--- config.mk ---
export PLATFORM = sky130hd
export DESIGN_NAME = alu_mc
export DESIGN_NICKNAME = d
export VERILOG_FILES = /design/src/rtl/alu_mc_pkg.sv /design/src/rtl/alu_mc_muldiv.sv /design/src/rtl/alu_mc.sv
export SDC_FILE = /design/constraint.sdc
export NUM_CORES = 1
export LEC_CHECK = 0
export CAP_MARGIN = 15
export CORE_MARGIN = 4
export CORE_UTILIZATION = 54
export CTS_CLUSTER_DIAMETER = 100
export DETAILED_ROUTE_END_ITERATION = 12
export PLACE_DENSITY = 0.78
export SLEW_MARGIN = 15
export SYNTH_ARGS = -nofsm -noshare
export SYNTH_HDL_FRONTEND = slang
export SYNTH_SLANG_ARGS = --single-unit
--- constraint.sdc ---
create_clock -name clk -period 4.6 [get_ports clk]
set_input_delay 0.46 -clock clk [delete_from_list [all_inputs] [get_ports clk]]
set_output_delay 0.46 -clock clk [all_outputs]
set_load 0.005 [all_outputs]
--- src/rtl/alu_mc_pkg.sv ---
// Shared definitions for the multi-cycle ALU: op codes and controller states.
// Used by alu_mc and alu_mc_muldiv.
package alu_mc_pkg;

    localparam logic [3:0] OP_AND  = 4'b0000;
    localparam logic [3:0] OP_OR   = 4'b0001;
    localparam logic [3:0] OP_ADD  = 4'b0010;
    localparam logic [3:0] OP_SUB  = 4'b0110;
    localparam logic [3:0] OP_SLT  = 4'b0111;
    localparam logic [3:0] OP_NOR  = 4'b1100;
    localparam logic [3:0] OP_MUL  = 4'b1000;
    localparam logic [3:0] OP_DIVU = 4'b1001;

    typedef enum logic [1:0] {
        IDLE = 2'd0,
        BUSY = 2'd1,
        DONE = 2'd2
    } state_e;

endpackage

--- src/rtl/alu_mc_muldiv.sv ---
// Iterative datapath: shift-add multiply and, when ALU_MC_DIV_EN is defined,
// restoring unsigned divide. One bit per step, WIDTH steps per operation.
module alu_mc_muldiv
    import alu_mc_pkg::*;
#(
    parameter int WIDTH = 16,
    parameter int CNT_W = $clog2(WIDTH)
) (
    input  logic             clk,
    input  logic             rst,
    input  logic             start_i,
    input  logic             step_i,
`ifdef ALU_MC_DIV_EN
    input  logic             div_i,
`endif
    input  logic [WIDTH-1:0] a_i,
    input  logic [WIDTH-1:0] b_i,
    output logic             done_o,
    output logic [WIDTH-1:0] lo_o,
    output logic [WIDTH-1:0] hi_o
);

    logic [WIDTH-1:0] hi_q, hi_d;
    logic [WIDTH-1:0] lo_q, lo_d;
    logic [WIDTH-1:0] opnd_q;
    logic [CNT_W-1:0] cnt_q;
    logic [WIDTH:0]   mul_sum;
`ifdef ALU_MC_DIV_EN
    logic             div_q;
    logic [WIDTH:0]   div_shift;
    logic [WIDTH:0]   div_diff;
`endif

    // hi holds the partial product (multiply) or partial remainder (divide);
    // lo holds the multiplier bits still to consume or the growing quotient.
    always_comb begin
        mul_sum = {1'b0, hi_q} + (lo_q[0] ? {1'b0, opnd_q} : '0);
        hi_d    = mul_sum[WIDTH:1];
        lo_d    = {mul_sum[0], lo_q[WIDTH-1:1]};
`ifdef ALU_MC_DIV_EN
        div_shift = {hi_q, lo_q[WIDTH-1]};
        div_diff  = div_shift - {1'b0, opnd_q};
        if (div_q) begin
            // A set top bit means the trial subtraction borrowed: restore.
            hi_d = div_diff[WIDTH] ? div_shift[WIDTH-1:0] : div_diff[WIDTH-1:0];
            lo_d = {lo_q[WIDTH-2:0], ~div_diff[WIDTH]};
        end
`endif
    end

    always_ff @(posedge clk) begin
        if (rst) begin
            hi_q   <= '0;
            lo_q   <= '0;
            opnd_q <= '0;
            cnt_q  <= '0;
`ifdef ALU_MC_DIV_EN
            div_q  <= 1'b0;
`endif
        end else if (start_i) begin
            hi_q   <= '0;
            lo_q   <= a_i;
            opnd_q <= b_i;
            cnt_q  <= CNT_W'(WIDTH - 1);
`ifdef ALU_MC_DIV_EN
            div_q  <= div_i;
`endif
        end else if (step_i) begin
            hi_q  <= hi_d;
            lo_q  <= lo_d;
            cnt_q <= cnt_q - CNT_W'(1);
        end
    end

    // The final step's values are handed out combinationally so the top
    // can register them on the same edge the iteration completes.
    assign done_o = step_i && (cnt_q == '0);
    assign lo_o   = lo_d;
    assign hi_o   = hi_d;

endmodule

--- src/rtl/alu_mc.sv ---
// Multi-cycle ALU with valid/ready on both sides and registered outputs.
// Define ALU_MC_DIV_EN to build in the DIVU datapath; otherwise DIVU is illegal.
module alu_mc
    import alu_mc_pkg::*;
#(
    parameter int WIDTH = 16
) (
    input  logic             clk,
    input  logic             rst,
    input  logic             in_valid,
    output logic             in_ready,
    input  logic [3:0]       op,
    input  logic [WIDTH-1:0] a,
    input  logic [WIDTH-1:0] b,
    output logic             out_valid,
    input  logic             out_ready,
    output logic [WIDTH-1:0] result,
    output logic [WIDTH-1:0] hi,
    output logic             zero,
    output logic             ovf,
    output logic             dz,
    output logic             err,
    output state_e           dbg_state
);

    localparam int CNT_W = $clog2(WIDTH);

    // Handshake: a transfer happens on any edge where valid && ready; the
    // producer holds its fields until then, and ready never depends on valid.
    state_e           state_q, state_d;
    logic [WIDTH-1:0] result_q, result_d, hi_q, hi_d;
    logic             zero_q, zero_d, ovf_q, ovf_d, dz_q, dz_d, err_q, err_d;
    logic             accept, iter_op, md_done;
    logic [WIDTH-1:0] md_lo, md_hi;
    logic [WIDTH-1:0] add_r, sub_r, sc_res, sc_hi;
    logic             add_ovf, sub_ovf, sc_ovf, sc_dz, sc_err;

    assign in_ready = (state_q == IDLE) || (state_q == DONE && out_ready);
    assign accept   = in_valid && in_ready;

    assign add_r   = a + b;
    assign sub_r   = a - b;
    assign add_ovf = (a[WIDTH-1] == b[WIDTH-1]) && (add_r[WIDTH-1] != a[WIDTH-1]);
    assign sub_ovf = (a[WIDTH-1] != b[WIDTH-1]) && (sub_r[WIDTH-1] != a[WIDTH-1]);

`ifdef ALU_MC_DIV_EN
    assign iter_op = (op == OP_MUL) || (op == OP_DIVU && b != '0);
`else
    assign iter_op = (op == OP_MUL);
`endif

    always_comb begin
        sc_res = '0;
        sc_hi  = '0;
        sc_ovf = 1'b0;
        sc_dz  = 1'b0;
        sc_err = 1'b0;
        case (op)
            OP_AND: sc_res = a & b;
            OP_OR:  sc_res = a | b;
            OP_ADD: begin
                sc_res = add_r;
                sc_ovf = add_ovf;
            end
            OP_SUB: begin
                sc_res = sub_r;
                sc_ovf = sub_ovf;
            end
            OP_SLT: sc_res = {{(WIDTH-1){1'b0}}, sub_r[WIDTH-1] ^ sub_ovf};
            OP_NOR: sc_res = ~(a | b);
            OP_MUL: sc_res = '0;
`ifdef ALU_MC_DIV_EN
            // Only the divide-by-zero case takes the single-cycle path.
            OP_DIVU: begin
                sc_res = '1;
                sc_hi  = a;
                sc_dz  = 1'b1;
            end
`endif
            default: sc_err = 1'b1;
        endcase
    end

    always_comb begin
        state_d  = state_q;
        result_d = result_q;
        hi_d     = hi_q;
        zero_d   = zero_q;
        ovf_d    = ovf_q;
        dz_d     = dz_q;
        err_d    = err_q;
        case (state_q)
            IDLE, DONE: begin
                if (accept) begin
                    if (iter_op) begin
                        state_d = BUSY;
                    end else begin
                        state_d  = DONE;
                        result_d = sc_res;
                        hi_d     = sc_hi;
                        zero_d   = (sc_res == '0);
                        ovf_d    = sc_ovf;
                        dz_d     = sc_dz;
                        err_d    = sc_err;
                    end
                end else if (state_q == DONE && out_ready) begin
                    state_d = IDLE;
                end
            end
            BUSY: begin
                if (md_done) begin
                    state_d  = DONE;
                    result_d = md_lo;
                    hi_d     = md_hi;
                    zero_d   = (md_lo == '0);
                    ovf_d    = 1'b0;
                    dz_d     = 1'b0;
                    err_d    = 1'b0;
                end
            end
            default: state_d = IDLE;
        endcase
    end

    always_ff @(posedge clk) begin
        if (rst) begin
            state_q  <= IDLE;
            result_q <= '0;
            hi_q     <= '0;
            zero_q   <= 1'b0;
            ovf_q    <= 1'b0;
            dz_q     <= 1'b0;
            err_q    <= 1'b0;
        end else begin
            state_q  <= state_d;
            result_q <= result_d;
            hi_q     <= hi_d;
            zero_q   <= zero_d;
            ovf_q    <= ovf_d;
            dz_q     <= dz_d;
            err_q    <= err_d;
        end
    end

    alu_mc_muldiv #(
        .WIDTH (WIDTH),
        .CNT_W (CNT_W)
    ) u_muldiv (
        .clk     (clk),
        .rst     (rst),
        .start_i (accept && iter_op),
        .step_i  (state_q == BUSY),
`ifdef ALU_MC_DIV_EN
        .div_i   (op == OP_DIVU),
`endif
        .a_i     (a),
        .b_i     (b),
        .done_o  (md_done),
        .lo_o    (md_lo),
        .hi_o    (md_hi)
    );

    assign out_valid = (state_q == DONE);
    assign result    = result_q;
    assign hi        = hi_q;
    assign zero      = zero_q;
    assign ovf       = ovf_q;
    assign dz        = dz_q;
    assign err       = err_q;
    assign dbg_state = state_q;

endmodule

* After elaboration in Yosys (flattened, before gate mapping)
Cells that the tools add are included.
** Storage, ports and cells
- Bits in registers :: 90
- Bits in latches :: 0
- Memory bits (writable) :: 0
- Memory bits (read-only) :: 0
- Bits of input ports :: 40
- Memories :: 0
** Operators by class
- Add/sub/neg operators :: 4
- Multiply operators :: 0
- Divide/modulo/power cells :: 0
- Magnitude comparators :: 0
- Equality and inequality tests :: 16
- Shift-type cells :: 0
- Multiplexer cells :: 35
- Bitwise gates (word level) :: 4
- Reductions and logical operators :: 19
** Operator list (count)
- $mux W16 :: 9
- $pmux W16 S6 :: 1
- $pmux W16 S2 :: 2
- $logic_not A16 Y1 :: 2
- $add A16 B17 Y17 :: 1
- $add A16 B16 Y16 :: 1
- $and A16 B16 Y16 :: 1
- $not A16 Y16 :: 1
- $or A16 B16 Y16 :: 1
- $sub A16 B16 Y16 :: 1
- $mux W1 :: 11
- $pmux W1 S2 :: 5
- $eq A4 B3 Y1 const B :: 2
- $eq A4 B4 Y1 const B :: 2
- $logic_not A4 Y1 :: 2
- $mux W2 :: 4
- $mux W4 :: 2
- $logic_and A1 B1 Y1 :: 6
- $ne A2 B2 Y1 const B :: 3
- $reduce_or A6 Y1 :: 1
- $eq A4 B1 Y1 const B :: 1
- $eq A4 B2 Y1 const B :: 1
- $pmux W2 S2 :: 1
- $reduce_and A4 Y1 :: 1
- 12 further kinds :: 16

* Depth between registers and ports, before layout
Gate-level depths: netlist of the first run.
- Word-level depth :: 9
- Depth in mapped cells :: 18

* Hierarchy
Synthesis of the first run repeated with hierarchy kept, for this count alone.
** Unflattened totals
- Cells, all modules :: 1000
- Area total of the unflattened synthesis :: 7697.4 µm²
** By module, submodules not included
- alu_mc :: times used 1, cells an instance 595, area each 4421.7 µm²
- alu_mc_muldiv :: times used 1, cells an instance 405, area each 3275.6 µm²

* Least setup slack after synthesis of the first run
Ideal clock, no wire load.
- Kind :: input to register
- Start :: input port b[1]
- End :: register zero_q (netlist: zero)
- Setup time :: 0.096 ns
- Arrival :: 4.134 ns
- Required time :: 4.504 ns
- Path slack :: 0.370 ns
- Stages :: 18
- Cell sequence :: inv_1 ha_1 o21bai_1 nand4_1 a31oi_1 nand3b_1 a211oi_1 a21oi_1 nor2_1 nor2_1 fa_1 a31oi_1 o22a_1 nand2_1 or4_1 a2111o_1 or4_1 o41ai_2
** Between the ends
- Word-level cells in the longest chain between the ends :: 9
- Elaborated cells on any way between the ends :: 13
- Those cells by class :: add/sub: 2; eq/ne: 1; mux: 4; bitwise: 4; reduce/logical: 2
** RTL lines
- start, declared :: RTL line alu_mc.sv:14 : input logic [WIDTH-1:0] b,
- $sub A16 B16 Y16 :: RTL line alu_mc.sv:42 : assign sub_r = a - b;
- $ne A1 B1 Y1 :: RTL line alu_mc.sv:44 : assign sub_ovf = (a[WIDTH-1] != b[WIDTH-1]) && (sub_r[WIDTH-1] != a[WIDTH-1]);
- $logic_and A1 B1 Y1 :: RTL line alu_mc.sv:44
- $xor A1 B1 Y1 :: RTL line alu_mc.sv:69 : OP_SLT: sc_res = {{(WIDTH-1){1'b0}}, sub_r[WIDTH-1] ^ sub_ovf};
- $pmux W16 S6 * :: RTL line alu_mc.sv:58 : case (op)
- $logic_not A16 Y1 * :: RTL line alu_mc.sv:101 : zero_d = (sc_res == '0);
- $mux W1 * :: RTL line alu_mc.sv:95 : if (iter_op) begin
- $mux W1 * :: RTL line alu_mc.sv:94 : if (accept) begin
- $pmux W1 S2 * :: RTL line alu_mc.sv:92 : case (state_q)
- end signal, assigned :: RTL line alu_mc.sv:138 : zero_q <= zero_d;
- end, declared :: RTL line alu_mc.sv:32 : logic zero_q, zero_d, ovf_q, ovf_d, dz_q, dz_d, err_q, err_d;
Mark *: on every way between the ends. The rest lies on a longest branch, timed or not. The select of a mux whose other input is x is not followed.
A chain may end at the register's enable or synchronous reset.

* Final worst setup path of the first run
- Start :: input port a[1]
- End :: register zero_q (netlist: zero)
** Between the ends
- Word-level cells in the longest chain between the ends :: 9
- Elaborated cells on any way between the ends :: 13
- Those cells by class :: add/sub: 2; eq/ne: 1; mux: 4; bitwise: 4; reduce/logical: 2
** RTL lines
- start, declared :: RTL line alu_mc.sv:13 : input logic [WIDTH-1:0] a,
- $sub A16 B16 Y16 :: RTL line alu_mc.sv:42
- $ne A1 B1 Y1 :: RTL line alu_mc.sv:44
- $logic_and A1 B1 Y1 :: RTL line alu_mc.sv:44
- $xor A1 B1 Y1 :: RTL line alu_mc.sv:69
- $pmux W16 S6 * :: RTL line alu_mc.sv:58
- $logic_not A16 Y1 * :: RTL line alu_mc.sv:101
- $mux W1 * :: RTL line alu_mc.sv:95
- $mux W1 * :: RTL line alu_mc.sv:94
- $pmux W1 S2 * :: RTL line alu_mc.sv:92
Marked as above.

==> out/qor.log, run 1 <==
[power] switching fraction of total power 28.3%
[worst_setup_path] delay of the slowest critical-path stage 0.50 ns
[power] power share of the clock group 35.9%
[worst_setup_path] data required time at the worst endpoint 4.85 ns
[clock_network] clk buf depth 2
[worst_setup_path] register-to-register setup slack 1.01 ns
[finish] diode insertion count for antenna repair 0
[timing] Worst Max-Slew Pin Slew 1.15 ns
[place] total placed instance area 8090 um^2
[timing] clock skew after layout 0.00565 ns
[routing] via-per-instance ratio 6.04
[timing] total setup violations reported at the end of the flow 0
[run] Max-Cap Viols 0
[worst_setup_path] family of cells with the greatest summed delay on the critical path compound AO/OA/AOI/OAI gates
[timing] final worst setup slack 0.135 ns
[routing] detailed-route wire length per cell 17.3 um
[worst_setup_path] WS Path Type primary input to flop
[global_route] pin count of the biggest net entering global routing 75
[logic_synthesis] part of the Yosys area used for sequential elements 26.7%
[timing] Final Critical Period 4.46 ns
[power] overall power 2.04 mW
[timing] Max Clk Rate 224 MHz
[logic_synthesis] top flip-flop cell by instance count after synthesis dfxtp_1
[worst_setup_path] CP bufs+invs 2
[floorplanning] initial core utilization 55.4%
[power] Internal Pwr Total 1.46 mW
[power] power per cell area 240 nW/um^2
[place] worst setup slack after placement -0.525 ns
[logic_synthesis] library cell with the largest summed area after synthesis dfxtp_1
[logic_synthesis] Yosys warning total 0
[power] logic gate share of total power 24.9%
[worst_setup_path] most used cell along the critical path nor2_1
[logic_synthesis] area share of the largest cell type after synthesis 26.7%
[finish] area growth from synthesis to layout 27.0%
[worst_setup_path] CP max-delay cell clkdlybuf4s50_1
[clock_network] Worst-Skew Late Latency 0.34 ns
[floorplanning] core area 12100 um^2
[power] Seq pwr share 39.2%
[clock_network] clock tree from TritonCTS built
[clock_network] number of levels in the clock H-tree 3
[floorplanning] full die area 14200 um^2
[logic_synthesis] share of flip-flops with an asynchronous set or reset 0%
[min_path] path class of the lowest-slack min-delay path flop to flop
[clock_network] clock transition at the registers of the reported paths 0.06 ns
[finish] Final Cell Area 8480 um^2
[worst_setup_path] arrival time of data at the critical path endpoint 4.72 ns
[power] maximum resistive drop on vdd 0.176 mV
[logic_synthesis] top cells by area in the synthesized netlist dfxtp_1, ha_1, nand2_1
[finish] net count reported at finish 1127
[routing] remaining antenna violation count 0
[global_route] wire length of the first global-routing pass 33100 um
[logic_synthesis] leading cell type by number of instances after synthesis nand2_1
[logic_synthesis] flip-flop and latch count after synthesis 89
[floorplanning] die height 119 um
[global_route] number of antenna violations at the first check in global routing 0
[worst_setup_path] Critical Path Sink Type flop
[routing] number of search-and-repair iterations in the first detailed-routing pass 6
[clock_network] number of sinks on the clock net 89
[routing] number of design-rule violations left by the first detailed-router iteration 861
[logic_synthesis] cell types with the highest counts after synthesis nand2_1, nor2_1, a21oi_1, dfxtp_1, ha_1
[global_route] via count of the first global-routing pass 6685
[logic_synthesis] post-synthesis instance area 6680 um^2
[logic_synthesis] post-synthesis net count 1004
[global_route] all-layer global routing usage 28.6%
[logic_synthesis] synthesized netlist cell count 894
[global_route] grt total ovfl 0
[status] result of the run completed
[worst_setup_path] startpoint kind of the worst setup timing path primary input
[place] HPWL after detailed placement 15300 um
[power] Leak 3.52 nW
[timing] final hold violation count 0
[logic_synthesis] number of synthesized flops with an enable pin 0
[floorplanning] number of rows in the core area 40
[routing] post-detailed-route DRC marker count 0
[clock_network] Num CTS Buffers 9
[worst_setup_path] maximum net fanout on the critical path 2
[logic_synthesis] Post-Syn Area per Cell 7.47 um^2
[timing] Period Utilization, post-route 97.1%
[place] RePlAce Congestion 1.04
[routing] overall routed net length 20600 um
[timing] Relative slew margins 22.5%
[timing] final slew viol count 0
[floorplanning] die width 119 um
[finish] share of layout cells above drive strength 1 11.9%
[clock_network] buffer type at the clock tree root clkbuf_16
[power] switching component of the power 0.577 mW
[floorplanning] IO Pins 80
[worst_setup_path] critical path, cell by cell clkdlybuf4s50_1, inv_1, ha_4, o21bai_4, nand4_1, a31oi_4, nand3b_1, a211oi_2, a21oi_1, nor2_1, nor2_1, fa_1, a31oi_2, o22a_1, nand2_1, or4_4, a2111o_1, or4_1, o41ai_2
[place] IO Port Bufs 78
[clock_network] cts hold-fix bufs 0
[routing] via count of the routed design 7180
[logic_synthesis] post-synthesis cell type count 70
==> cell families after synthesis <==
kind of cell             Yosys count  synth area share [%]
flip-flops                        89                  26.7
buffers and inverters            111                  6.50
XOR/XNOR                          19                  2.49
adder cells (fa/ha/maj)           70                  13.6
other                              1                0.0561
AO/OA/AOI/OAI                    250                  25.4
multiplexers                      12                  1.80
AND/OR/NAND/NOR                  342                  23.5
==> worst paths after layout <==
path | cells after the start | start | endpoint
worst min-delay path | 2 | u_muldiv.opnd_q[5] | u_muldiv.opnd_q[5]
worst min register to register | 2 | u_muldiv.opnd_q[5] | u_muldiv.opnd_q[5]
worst max-delay path | 19 | a[1] | zero
worst max register to register | 12 | u_muldiv.lo_q[0] | u_muldiv.hi_q[15]
==> worst min-delay path, cell delays in order (launching register included) <==
cell	delay, ns
dfxtp_1	0.30
nand2_1	0.05
a21oi_1	0.05
==> cells in the final DEF, fill, tap and decap left out, drive strengths merged, types with 8 or more instances in the layout <==
cell           netlist  layout
nand2b              11      11
clkbuf              41      12
a21o                 8       8
xnor2               13      13
a22oi               21      21
buf                 12      88
ha                  66      66
a211oi              12      12
mux2i               12      12
a311oi              18      18
nand3               14      14
o21ai               25      25
and2                17      17
nand2              136     136
a21oi               91      91
nor4                10      10
inv                 58      58
dfxtp               89      89
nor2                95      95
nor2b               12      12
a222oi               8       8
nor3                16      16
clkdlybuf4s50        0      77
a2111oi              9       9
==> repair_timing <==
action / CTS / global route
resized for setup: 2 / 8
endpoints found under the setup margin: 1 / 1
setup buffers: 2 / 2
hold endpoints to repair: 0 / 0
pin swaps: 12 / 6
==> power by group through the flow <==
stage	sequential, mW	combinational, mW	clock, mW
floorplan	0.811	0.266	0
global placement	0.814	0.472	0
detailed placement	0.814	0.476	0
CTS	0.798	0.484	0.738
global route	0.800	0.551	0.764
finish	0.798	0.507	0.732
==> per-stage QoR <==
stage | hold slack (ns) | util (%) | cells | TNS [ns]
global route | 0.463 | 70.3 | 1189 | -0.0663
detailed placement | 0.442 | 67.1 | 1170 | -0.525
floorplan | 0.432 | - | 894 | 0
CTS | 0.450 | 69.7 | 1187 | 0
global placement | 0.439 | 67.1 | 1170 | -0.329
finish | 0.450 | 70.3 | 1189 | 0
==> per-layer routing <==
metal / vias to the layer above / track usage [%] / wire, um
li1: 3425 / - / -
met1: 3313 / 39.4 / 8810
met2: 386 / 44.5 / 9190
met3: 56 / 5.94 / 1880
met4: 0 / 9.56 / 731
met5: - / 0 / 0
==> state kept, by name (all words and copies together), names as in the netlist <==
signal and cells:
u_muldiv.hi_q 16, hi 16, u_muldiv.opnd_q 16, dbg_state 2, err 1, u_muldiv.lo_q 16, u_muldiv.cnt_q 4, ovf 1
zero 1, result 16
==> area by class of cell <==
class                      count  area [um^2]
inverter                      58          218
clock buffer                  12          256
sequential                    89         1780
timing repair buffer         165         1430
multi-input combinational    694         4550
tap                          168          210
fill                        1000         3580
clock inverter                 3         40.0
Note: power is estimated with default switching activity, not from simulation.
==> run 2, diff against run 1 <==
Settings changed: DONT_BUFFER_PORTS from default to 1, PLACE_DENSITY 0.78 to 0.69.
==> out/qor.log, run 2 (same netlist as run 1, synthesis figures left out) <==
[status] result of the run completed
[timing] final slew viol count 0
[min_path] path class of the lowest-slack min-delay path primary input to flop
[timing] Worst Max-Slew Pin Slew 1.11 ns
[min_path] cell count of the worst hold path 1
[clock_network] Worst-Skew Late Latency 0.34 ns
[global_route] wire length of the first global-routing pass 33800 um
[routing] detailed-route wire length on metal 1 9110 um
[worst_setup_path] data required time at the worst endpoint 4.84 ns
[routing] detailed-route wire length per cell 20.5 um
[timing] clock skew after layout 0.00605 ns
[power] Leak 2.87 nW
[worst_setup_path] logic depth of the worst setup path including buffers 18
[routing] via count of the routed design 6622
[floorplanning] core area 12100 um^2
[timing] Final Critical Period 4.28 ns
[place] HPWL after detailed placement 15800 um
[finish] area growth from synthesis to layout 6.24%
[worst_setup_path] delay of the slowest critical-path stage 0.50 ns
[timing] Max Clk Rate 234 MHz
[worst_setup_path] CP bufs+invs 1
[place] RePlAce Congestion 0.920
[floorplanning] die height 119 um
[timing] final hold violation count 0
[routing] overall routed net length 21300 um
[routing] post-detailed-route DRC marker count 0
[routing] number of design-rule violations left by the first detailed-router iteration 761
[worst_setup_path] startpoint kind of the worst setup timing path primary input
[power] overall power 1.84 mW
[worst_setup_path] CP max-delay cell or4_1
[clock_network] number of sinks on the clock net 89
[routing] via-per-instance ratio 6.37
[worst_setup_path] critical path, cell by cell inv_1, ha_1, nor3b_1, a211o_1, a21o_1, nor3_1, a211oi_1, a21oi_1, nor2_1, nor2_1, fa_1, a31oi_1, o22a_1, nand2_1, or4_1, a2111o_1, or4_1, o41ai_2
[clock_network] clock transition at the registers of the reported paths 0.06 ns
[routing] number of search-and-repair iterations in the first detailed-routing pass 6
[clock_network] clk buf depth 2
[worst_setup_path] number of cells on the worst reg-to-reg path 11
[power] maximum resistive drop on vdd 0.167 mV
[timing] Relative slew margins 25.1%
[routing] Top Layer Used met4
[worst_setup_path] arrival time of data at the critical path endpoint 4.52 ns
[worst_setup_path] WS Path Type primary input to flop
[global_route] all-layer global routing usage 29.6%
[global_route] number of antenna violations at the first check in global routing 0
[worst_setup_path] family of cells with the greatest summed delay on the critical path compound AO/OA/AOI/OAI gates
[global_route] via count of the first global-routing pass 6401
[clock_network] number of levels in the clock H-tree 3
[finish] most frequent standard cell in the layout excluding fill and tap cells nand2_1
[run] Max-Cap Viols 0
[floorplanning] full die area 14200 um^2
[floorplanning] die width 119 um
[finish] diode insertion count for antenna repair 0
[global_route] grt total ovfl 0
[finish] share of layout cells above drive strength 1 4.93%
[floorplanning] number of rows in the core area 40
[place] IO Port Bufs 0
[floorplanning] initial core utilization 55.4%
[floorplanning] IO Pins 80
[timing] total setup violations reported at the end of the flow 0
[clock_network] number of setup buffers added after CTS 0
[routing] remaining antenna violation count 0
[timing] TNS Setup 0 ns
[clock_network] clock tree from TritonCTS built
[worst_setup_path] maximum net fanout on the critical path 7
[clock_network] Num CTS Buffers 9
[timing] RSZ-0062 raised after global routing no
[worst_setup_path] Critical Path Sink Type flop
[routing] sum of met3 wire segment lengths after detailed routing 1880 um
[power] power per cell area 259 nW/um^2
[finish] most frequent cells in the layout nand2_1, nor2_1, a21oi_1
[finish] share of the core filled with cells 58.8%
[finish] net count reported at finish 977
[clock_network] buffer type at the clock tree root clkbuf_16
[global_route] pin count of the biggest net entering global routing 76
[timing] Period Utilization, post-route 93.1%
[routing] routed wl met2 9540 um
==> run 2: cell types whose count changed in the layout (fill, tap and decap cells not counted), moves of 2 or more <==
cell and change:
clkdlybuf4s50_1 -77, nor3_1 -2, ha_1 +2, clkbuf_1 +2, nor3_2 +2, buf_4 -72, ha_4 -2
==> run 2: where the power goes <==
group          internal [mW]  total (mW)  switching (mW)
registers              0.785       0.800          0.0147
logic                  0.131       0.346           0.215
clock network          0.396       0.693           0.297
total                   1.31        1.84           0.527
==> run 2: routing by layer <==
| layer | GRT usage (%) | up-vias |
|---|---|---|
| met2 | 46.6 | 295 |
| li1 | - | 3125 |
| met5 | 0 | - |
| met1 | 38.4 | 3154 |
| met4 | 11.6 | 0 |
| met3 | 8.12 | 48 |
==> run 2: cell type report <==
type / instances / area (um^2)
clock buffers: 14 / 264
clock inverters: 2 / 12.5
fillers: 1141 / 4970
inverters: 58 / 218
multi-input cells: 694 / 4500
flip-flops and latches: 89 / 1780
well taps: 168 / 210
repair buffers: 15 / 113
==> run 2: what timing repair did <==
item | in CTS | in global routing
hold buffers | 0 | 0
gates resized for setup | 0 | 1
setup endpoints to repair | 0 | 1
==> run 2: per-stage QoR <==
stage / cell area (um^2) / instances / setup WS [ns] / hold WS (ns)
floorplan: 6680 / 894 / 0.370 / 0.432
finish: 7100 / 1040 / 0.320 / 0.184
global route: 7100 / 1040 / 0.0267 / 0.163
detailed placement: 6810 / 1024 / -0.0249 / 0.438
CTS: 7090 / 1040 / 0.291 / 0.176
global placement: 6810 / 1024 / 0.123 / 0.437
==> run 2: final timing paths <==
kind                             end          startpoint  slack (ns)
hold reg to reg   u_muldiv.opnd_q[7]  u_muldiv.opnd_q[7]        0.45
hold / removal    u_muldiv.opnd_q[2]                 rst        0.18
setup / recovery                zero                b[9]        0.32
setup reg to reg   u_muldiv.hi_q[14]    u_muldiv.lo_q[0]        0.88
